**src/rtl/dmem_arb_pkg.sv**
```systemverilog
// Shared types and constants for the data-memory arbiter.
// Owner encoding is used both for the read-response owner and for the
// last-granted port; the debug struct gives checkers one place to look
// at all arbiter state.
package dmem_arb_pkg;

    localparam int WSTRB_W = 4;
    localparam int WAIT_W  = 4;   // wide enough for MAX_WAIT up to 15

    // Bit positions inside the one-hot grant vector
    localparam int GNT_CPU = 0;
    localparam int GNT_DBG = 1;

    typedef enum logic [1:0] {
        OWN_NONE = 2'd0,
        OWN_CPU  = 2'd1,
        OWN_DBG  = 2'd2
    } owner_t;

    typedef enum logic {
        ST_UNLOCKED   = 1'b0,
        ST_DBG_LOCKED = 1'b1
    } arb_state_t;

    // Snapshot of every piece of arbiter state, exported for observation.
    // wait_cnt reads as zero when the round-robin build is selected.
    typedef struct packed {
        arb_state_t          state;
        owner_t              last_grant;
        owner_t              rd_owner;
        logic [WAIT_W-1:0]   wait_cnt;
    } arb_debug_t;

endpackage

```
**src/rtl/dmem_arb_sel.sv**
```systemverilog
// Combinational grant selection for the data-memory arbiter.
// Produces a one-hot grant {dbg, cpu}; never both.
// Build option DMEM_ARB_RR_EN: when defined, contention is resolved by
// round-robin on last_grant; otherwise CPU has fixed priority and the
// debug port wins only once it has been starved (wait_cnt == MAX_WAIT).
module dmem_arb_sel
    import dmem_arb_pkg::*;
(
    input  logic       cpu_valid,
    input  logic       dbg_valid,
    input  arb_state_t state,
`ifdef DMEM_ARB_RR_EN
    input  owner_t     last_grant,
`else
    input  logic       starved,
`endif
    output logic [1:0] grant
);

    // Pick at most one requester for this cycle
    always_comb begin
        grant = 2'b00;
        if (state == ST_DBG_LOCKED) begin
            // Debug owns the memory; the CPU waits until the lock drops
            grant[GNT_DBG] = dbg_valid;
        end else if (cpu_valid && dbg_valid) begin
`ifdef DMEM_ARB_RR_EN
            if (last_grant == OWN_DBG) begin
                grant[GNT_CPU] = 1'b1;
            end else begin
                grant[GNT_DBG] = 1'b1;
            end
`else
            if (starved) begin
                grant[GNT_DBG] = 1'b1;
            end else begin
                grant[GNT_CPU] = 1'b1;
            end
`endif
        end else begin
            grant[GNT_CPU] = cpu_valid;
            grant[GNT_DBG] = dbg_valid;
        end
    end

endmodule

```
**src/rtl/dmem_arbiter.sv**
```systemverilog
// Data-memory arbiter: shares the single-port dmem between the CPU
// load/store port and the debug/loader port.
// Build option DMEM_ARB_RR_EN selects round-robin contention handling;
// undefined (default) gives CPU fixed priority with a MAX_WAIT starvation
// guard for the debug port. Lock behaviour is the same in both builds.
//
// Handshake: a request transfers in the cycle where valid && ready.
// ready is a combinational function of both valids and the registered
// arbiter state, is never high for both ports at once, and valid must not
// be derived from ready. An accepted request drives mem_* in the same
// cycle; an accepted read returns rvalid/rdata exactly one cycle later on
// the issuing port only.
module dmem_arbiter
    import dmem_arb_pkg::*;
#(
    parameter int ADDR_WIDTH = 11,
    parameter int DATA_WIDTH = 32,
    parameter int MAX_WAIT   = 4
) (
    input  logic                  clk,
    input  logic                  reset,

    input  logic                  cpu_valid,
    output logic                  cpu_ready,
    input  logic                  cpu_we,
    input  logic [ADDR_WIDTH-1:0] cpu_addr,
    input  logic [DATA_WIDTH-1:0] cpu_wdata,
    input  logic [WSTRB_W-1:0]    cpu_wstrb,
    output logic                  cpu_rvalid,
    output logic [DATA_WIDTH-1:0] cpu_rdata,

    input  logic                  dbg_valid,
    output logic                  dbg_ready,
    input  logic                  dbg_we,
    input  logic [ADDR_WIDTH-1:0] dbg_addr,
    input  logic [DATA_WIDTH-1:0] dbg_wdata,
    input  logic [WSTRB_W-1:0]    dbg_wstrb,
    output logic                  dbg_rvalid,
    output logic [DATA_WIDTH-1:0] dbg_rdata,
    input  logic                  dbg_lock,

    output logic                  mem_en,
    output logic [WSTRB_W-1:0]    mem_we,
    output logic [ADDR_WIDTH-1:0] mem_addr,
    output logic [DATA_WIDTH-1:0] mem_wdata,
    input  logic [DATA_WIDTH-1:0] mem_rdata,

    output arb_debug_t            arb_debug
);

    arb_state_t        state_q;
    arb_state_t        state_d;
    owner_t            last_grant_q;
    owner_t            rd_owner_q;
    owner_t            rd_owner_d;
    logic [1:0]        grant;
    logic              cpu_acc;
    logic              dbg_acc;
    logic [WAIT_W-1:0] wait_cnt_dbg;

`ifndef DMEM_ARB_RR_EN
    logic [WAIT_W-1:0] wait_cnt_q;
    logic              starved;

    assign starved = (wait_cnt_q == WAIT_W'(MAX_WAIT));
`endif

    dmem_arb_sel u_sel (
        .cpu_valid  (cpu_valid),
        .dbg_valid  (dbg_valid),
        .state      (state_q),
`ifdef DMEM_ARB_RR_EN
        .last_grant (last_grant_q),
`else
        .starved    (starved),
`endif
        .grant      (grant)
    );

    // While reset is low nothing is offered to either port, even before
    // the first clock edge has cleared the state registers.
    assign cpu_ready = reset & grant[GNT_CPU];
    assign dbg_ready = reset & grant[GNT_DBG];
    assign cpu_acc   = cpu_valid & cpu_ready;
    assign dbg_acc   = dbg_valid & dbg_ready;

    // Steer the accepted request (if any) onto the memory port
    always_comb begin
        mem_en    = 1'b0;
        mem_we    = '0;
        mem_addr  = '0;
        mem_wdata = '0;
        if (dbg_acc) begin
            mem_en    = 1'b1;
            mem_we    = dbg_we ? dbg_wstrb : '0;
            mem_addr  = dbg_addr;
            mem_wdata = dbg_wdata;
        end else if (cpu_acc) begin
            mem_en    = 1'b1;
            mem_we    = cpu_we ? cpu_wstrb : '0;
            mem_addr  = cpu_addr;
            mem_wdata = cpu_wdata;
        end
    end

    // Lock state transitions: only an accepted debug access can move it
    always_comb begin
        state_d = state_q;
        case (state_q)
            ST_UNLOCKED: begin
                if (dbg_acc && dbg_lock) begin
                    state_d = ST_DBG_LOCKED;
                end
            end
            ST_DBG_LOCKED: begin
                if (dbg_acc && !dbg_lock) begin
                    state_d = ST_UNLOCKED;
                end
            end
            default: state_d = ST_UNLOCKED;
        endcase
    end

    // Which port (if any) is owed read data next cycle
    always_comb begin
        rd_owner_d = OWN_NONE;
        if (dbg_acc && !dbg_we) begin
            rd_owner_d = OWN_DBG;
        end else if (cpu_acc && !cpu_we) begin
            rd_owner_d = OWN_CPU;
        end
    end

    // Arbiter registers: lock state, last winner and read-response owner
    always_ff @(posedge clk) begin
        if (!reset) begin
            state_q      <= ST_UNLOCKED;
            last_grant_q <= OWN_CPU;
            rd_owner_q   <= OWN_NONE;
        end else begin
            state_q    <= state_d;
            rd_owner_q <= rd_owner_d;
            if (dbg_acc) begin
                last_grant_q <= OWN_DBG;
            end else if (cpu_acc) begin
                last_grant_q <= OWN_CPU;
            end
        end
    end

`ifndef DMEM_ARB_RR_EN
    // Count consecutive cycles the debug port asked and was refused
    always_ff @(posedge clk) begin
        if (!reset) begin
            wait_cnt_q <= '0;
        end else if (dbg_valid && !dbg_ready) begin
            if (!starved) begin
                wait_cnt_q <= wait_cnt_q + 1'b1;
            end
        end else begin
            wait_cnt_q <= '0;
        end
    end

    assign wait_cnt_dbg = wait_cnt_q;
`else
    assign wait_cnt_dbg = '0;
`endif

    // Read response: gated by reset so a read in flight when reset falls
    // never surfaces, and the non-owning port always sees zeros.
    assign cpu_rvalid = reset & (rd_owner_q == OWN_CPU);
    assign dbg_rvalid = reset & (rd_owner_q == OWN_DBG);
    assign cpu_rdata  = cpu_rvalid ? mem_rdata : '0;
    assign dbg_rdata  = dbg_rvalid ? mem_rdata : '0;

    assign arb_debug.state      = state_q;
    assign arb_debug.last_grant = last_grant_q;
    assign arb_debug.rd_owner   = rd_owner_q;
    assign arb_debug.wait_cnt   = wait_cnt_dbg;

endmodule
```
**config.mk**
```make
export PLATFORM = sky130hd
export DESIGN_NAME = dmem_arbiter
export DESIGN_NICKNAME = d
export VERILOG_FILES = /design/src/rtl/dmem_arb_pkg.sv /design/src/rtl/dmem_arb_sel.sv /design/src/rtl/dmem_arbiter.sv
export SDC_FILE = /design/constraint.sdc
export NUM_CORES = 1
export LEC_CHECK = 0
export ABC_AREA = 0
export CAP_MARGIN = 40
export CORE_AREA = 2 2 100 102
export DETAILED_ROUTE_END_ITERATION = 6
export DIE_AREA = 0 0 102 104
export DONT_BUFFER_PORTS = 1
export GPL_ROUTABILITY_DRIVEN = 1
export PLACE_DENSITY = 0.3
export SYNTH_ARGS = -nofsm -noshare
export SYNTH_HDL_FRONTEND = slang
export SYNTH_SLANG_ARGS = --single-unit
```
**constraint.sdc**
```tcl
create_clock -name clk -period 5.1 [get_ports clk]
set_clock_uncertainty 0.2 [all_clocks]
set_input_delay 1.02 -clock clk [delete_from_list [all_inputs] [get_ports clk]]
set_output_delay 1.02 -clock clk [all_outputs]
set_load 0.02 [all_outputs]
```
Word level (Yosys, flattened, before mapping) --
Cells that the tools add are included.
Operators by class: magnitude comparators 0, bitwise gates (word level) 8, $add $sub $neg 1, div/mod/pow operators 0, multiplexer cells 24, reduce and logical (&&, ||, !) cells 13, shift operators 0, eq/ne operators 3, multipliers 0
Operators with widths (count):
- 32-bit two-way mux | 4
- 11-bit two-way mux | 2
- 4-bit two-way mux | 4
- 1-bit two-way mux | 9
- 2-bit two-way mux | 4
- 1-bit bitwise AND | 6
- 1-bit logical AND | 6
- 4-bit by 1-bit adder with 4-bit output, second input constant | 1
- 4-bit by 3-bit equality test with 1-bit output, second input constant | 1
- 1-bit zero test | 4
- 2-bit by 1-bit equality test with 1-bit output, second input constant | 1
- 2-bit equality test, second input constant | 1
- 1-bit NOT | 2
- 1-bit case mux with 2 select lines | 1
- 2-bit AND reduction | 1
- 2-bit nonzero test | 1
- 2-bit OR reduction | 1
Word-level totals: latch bits 0, word-level logic and storage cells 54, ROM bits 0, memories kept 0, input bits 133, register bits 9, bits in writable memories 0

Longest topological paths before layout --
word-level depth 9, gate-level depth with buffers 8, depth with buffers taken out 6

By module --
From an unflattened synthesis, not the netlist that was laid out.
Unflattened totals: cells, all modules 179, area total of the unflattened synthesis 1402.6 sq um
By module, submodules not included:
- dmem_arbiter | cells each 176, area each 1376.3 sq um, sequential area each 180.2 sq um, times used 1
- dmem_arb_sel | cells each 3, area each 26.3 sq um, sequential area each 0.0 sq um, times used 1

Worst setup path before layout --
No wires, ideal clock.
path kind in2out, start input cpu_valid, end output mem_wdata[22], buffers on the path 1, slack 1.976 ns, stages 5, arrival 1.904 ns, data required time 3.880 ns, cells stage by stage nor2b_4 -> nand3_2 -> inv_2 -> buf_2 -> a22o_1
Between the ends: cells in the longest elaborated chain, start to end 7, elaborated cells between the ends (all ways) 10
Ends and longest elaborated chain:
- start, declared | line dmem_arbiter.sv:23 | input logic cpu_valid,
- 1-bit logical AND | line dmem_arb_sel.sv:26 | end else if (cpu_valid && dbg_valid) begin
- 2-bit two-way mux * | line dmem_arb_sel.sv:26
- 1-bit two-way mux * | line dmem_arb_sel.sv:23 | if (state == ST_DBG_LOCKED) begin
- 1-bit bitwise AND * | line dmem_arbiter.sv:82 | assign cpu_ready = reset & grant[GNT_CPU];
- net cpu_ready | line dmem_arbiter.sv:24 | output logic cpu_ready,
- 1-bit bitwise AND * | line dmem_arbiter.sv:84 | assign cpu_acc = cpu_valid & cpu_ready;
- 32-bit two-way mux * | line dmem_arbiter.sv:98 | end else if (cpu_acc) begin
- 32-bit two-way mux * | line dmem_arbiter.sv:93 | if (dbg_acc) begin
- end, declared | line dmem_arbiter.sv:45 | output logic [DATA_WIDTH-1:0] mem_wdata,
The timed path passes the listed nets; every way through them passes the cells marked *.

Worst setup path after layout --
start input cpu_valid, end output mem_we[1]
Between the ends: cells in the longest elaborated chain, start to end 7, elaborated cells between the ends (all ways) 10
Ends and longest elaborated chain:
- 1-bit logical AND | line dmem_arb_sel.sv:26
- 2-bit two-way mux * | line dmem_arb_sel.sv:26
- 1-bit two-way mux * | line dmem_arb_sel.sv:23
- 1-bit bitwise AND * | line dmem_arbiter.sv:82
- net cpu_ready | line dmem_arbiter.sv:24
- 1-bit bitwise AND * | line dmem_arbiter.sv:84
- 4-bit two-way mux * | line dmem_arbiter.sv:98
- 4-bit two-way mux * | line dmem_arbiter.sv:93
- end, declared | line dmem_arbiter.sv:43 | output logic [WSTRB_W-1:0] mem_we,
Marks and branches as above.

==> qor.yml <==
cts_buffers: 3
pin_count: 258
syn_avg_cell_area_um2: 7.910
drc_errors: 0
grt_pass1_vias: 1237
post_cts_resized: 0
worstSetupEndpointType: "output pin"
synth_cell_types: 30
synth_seq_cells: 9
power_mw: 0.2656
cts_tree: "built"
hold_ws_ps: 385.2
cp_top_family: "buffers and inverters"
layoutNonFillerInstCount: 295
dp_hpwl_um: 5600
core_region_area_um2: 9549
syn_nets: 306
htree_levels: 1
finalHoldViolations: 0
relSlewSlack_pct: 45.86
nNetsFinal: 298
start_util_pct: 14.16
cp_slowest_cell: "inv_2"
cp.buffers_inverters: 1
cts-root-buf: "clkbuf_8"
finalSetupTns_ps: 0
ys_warn_count: 0
setup_viol: 0
synthTopCellsByArea: "and2_1 30%, a22o_1 28%, dfxtp_1 13%"
avgViaCountPerCell: 4.793
hp-class: "reg -> reg"
die_height_um: 104
grt_pass1_wl_um: 7838
grtUsageTotal_pct: 9.997
wire_per_inst_um: 21.03
critPathArrivalTime_ps: 2450
slew_violations: 0
initialDrtViolationCount: 52
min_period_ps: 3665
synth_top_cell_by_area: "and2_1"
synth_cells: 171
die_area_um2: 10610
die-width_um: 102
antenna_cells: 0
rsz0062_at_grt: "no"
fin_util_pct: 15.88
cp_data_required_time_ps: 3880
clock_latency_ps: 230
seq_area_frac_synth_pct: 13.32
hold_buffers: 0
synthFlopType: "dfxtp_1"
worst_path_largest_cell_delay_ps: 600
path_cells: "nor2b_4 -> nand3_2 -> inv_2 -> a32o_1"
io_buffer_count: 0
clockBufferDepth: 2
maxCapViolCount: 0
crit_type: "in -> out"
num_rows: 36
tightestPinTransition_ps: 810.9
start_kind: "primary input"
final_antenna_net_count: 0
power_leakage_nw: 0.5909
status: "completed"
cellPowerDensity_nw_per_um2: 175.1
cts.reportedPaths.clkPinSlew_ps: 40
drive_gt1_share_pct: 9.877
vias: 1414
gp_congestion: 0.7636
crit_fanout: 48
grt_max_degree: 49
synth_top_area_share_pct: 30.06
peakVddDrop_uv: 68.79
routed_wirelength_um: 6205
dr.pass1.iters: 4
cts_setup_buffers: 0
synthesis.area_um2: 1353
antenna_found_initial: 0
period_share_pct: 71.87
async_reset_ff_share_pct: 0
grt_overflow: 0
area_delta_synth_final_pct: 12.12
clock_sinks: 9
synth_edf_count: 0
numPlacedInstances: 291
fmax_mhz: 272.8
## layout make-up
class	count	area [µm²]
Fill cell	1094	8033
Multi-Input combinational cell	139	1037
Sequential cell	9	180.2
Tap cell	133	166.4
Timing Repair Buffer	4	65.06
Clock buffer	4	45.04
Inverter	6	22.52
## stage by stage
step	instance area, µm²	setup slack [ps]
after floorplan	1353	1976
after CTS	1516	1402
after global routing	1516	1319
final	1516	1435
after global placement	1414	1361
after detailed placement	1471	1401
## final timing paths
path | from | endpoint | slack [ps] | cells past startpoint
min reg2reg | last_grant_q[0] | last_grant_q[0] | 390 | 2
max | cpu_valid | mem_we[1] | 1430 | 4
max reg2reg | wait_cnt_dbg[0] | wait_cnt_dbg[2] | 3360 | 5
min | last_grant_q[0] | last_grant_q[0] | 390 | 2
## report_power, final
part | leakage, nW | switching (mW) | total (mW) | internal [mW]
Combinational | 0.495 | 0.0752 | 0.105 | 0.0301
Clock | 0.0228 | 0.0264 | 0.0808 | 0.0543
Sequential | 0.0735 | 0.00632 | 0.0796 | 0.0732
## placed cells by master, fill, tap and decap left out
cell / Yosys / final
and3b_1: 1 / 1
ha_1: 2 / 2
a21oi_4: 0 / 1
nand3_1: 1 / 1
nand2_1: 2 / 2
clkbuf_1: 4 / 1
nor2b_4: 1 / 1
mux2i_1: 1 / 1
buf_8: 0 / 2
dfxtp_1: 9 / 9
a32o_1: 4 / 4
nor3_1: 4 / 4
nor2_1: 3 / 2
a22o_1: 43 / 43
nand2_2: 1 / 1
xnor2_1: 1 / 1
nand3b_1: 1 / 1
buf_16: 0 / 1
nand3_2: 1 / 1
and2_1: 65 / 65
mux2_2: 1 / 1
and3_1: 1 / 1
inv_1: 5 / 5
buf_4: 2 / 1
inv_2: 1 / 1
clkbuf_8: 0 / 3
nor2_2: 0 / 1
o21a_1: 1 / 1
a31o_2: 1 / 1
a211oi_2: 1 / 1
a31oi_1: 1 / 1
nand4b_1: 1 / 1
## layer usage
layer	up-vias	GRT usage, %	part of all wire (%)
met3	2	3.293	13
met5	-	0	0
met2	160	20.58	54
met4	0	0.8571	0.31
met1	659	9.590	33
li1	593	-	-
## synthesized netlist by cell type (2+ instances only)
library cell	number
nor3_1	4
buf_6	6
buf_4	2
nor2_1	3
a32o_1	4
and2_1	65
clkbuf_1	4
inv_1	5
ha_1	2
dfxtp_1	9
nand2_1	2
buf_2	5
a22o_1	43
## worst register-to-register path, cell delays in order, from the launching register on
cell      delay (ps)
dfxtp_1          530
inv_1             80
ha_1             240
nand3b_1         200
nand2_1          180
nor3_1           230
## kinds of logic (layout without fill, tap and decap cells)
family | after synthesis | in the layout | share of synthesized area (%)
xor gates and xnor gates | 1 | 1 | 0.6477
adders and majority gates | 2 | 2 | 1.850
AOI/OAI and AO/OA | 52 | 52 | 34.04
buffers and inverters | 23 | 14 | 10.73
and+or+nand+nor | 82 | 82 | 37.84
DFF | 9 | 9 | 13.32
muxes | 2 | 2 | 1.573
(Power assumes the default switching activity.)
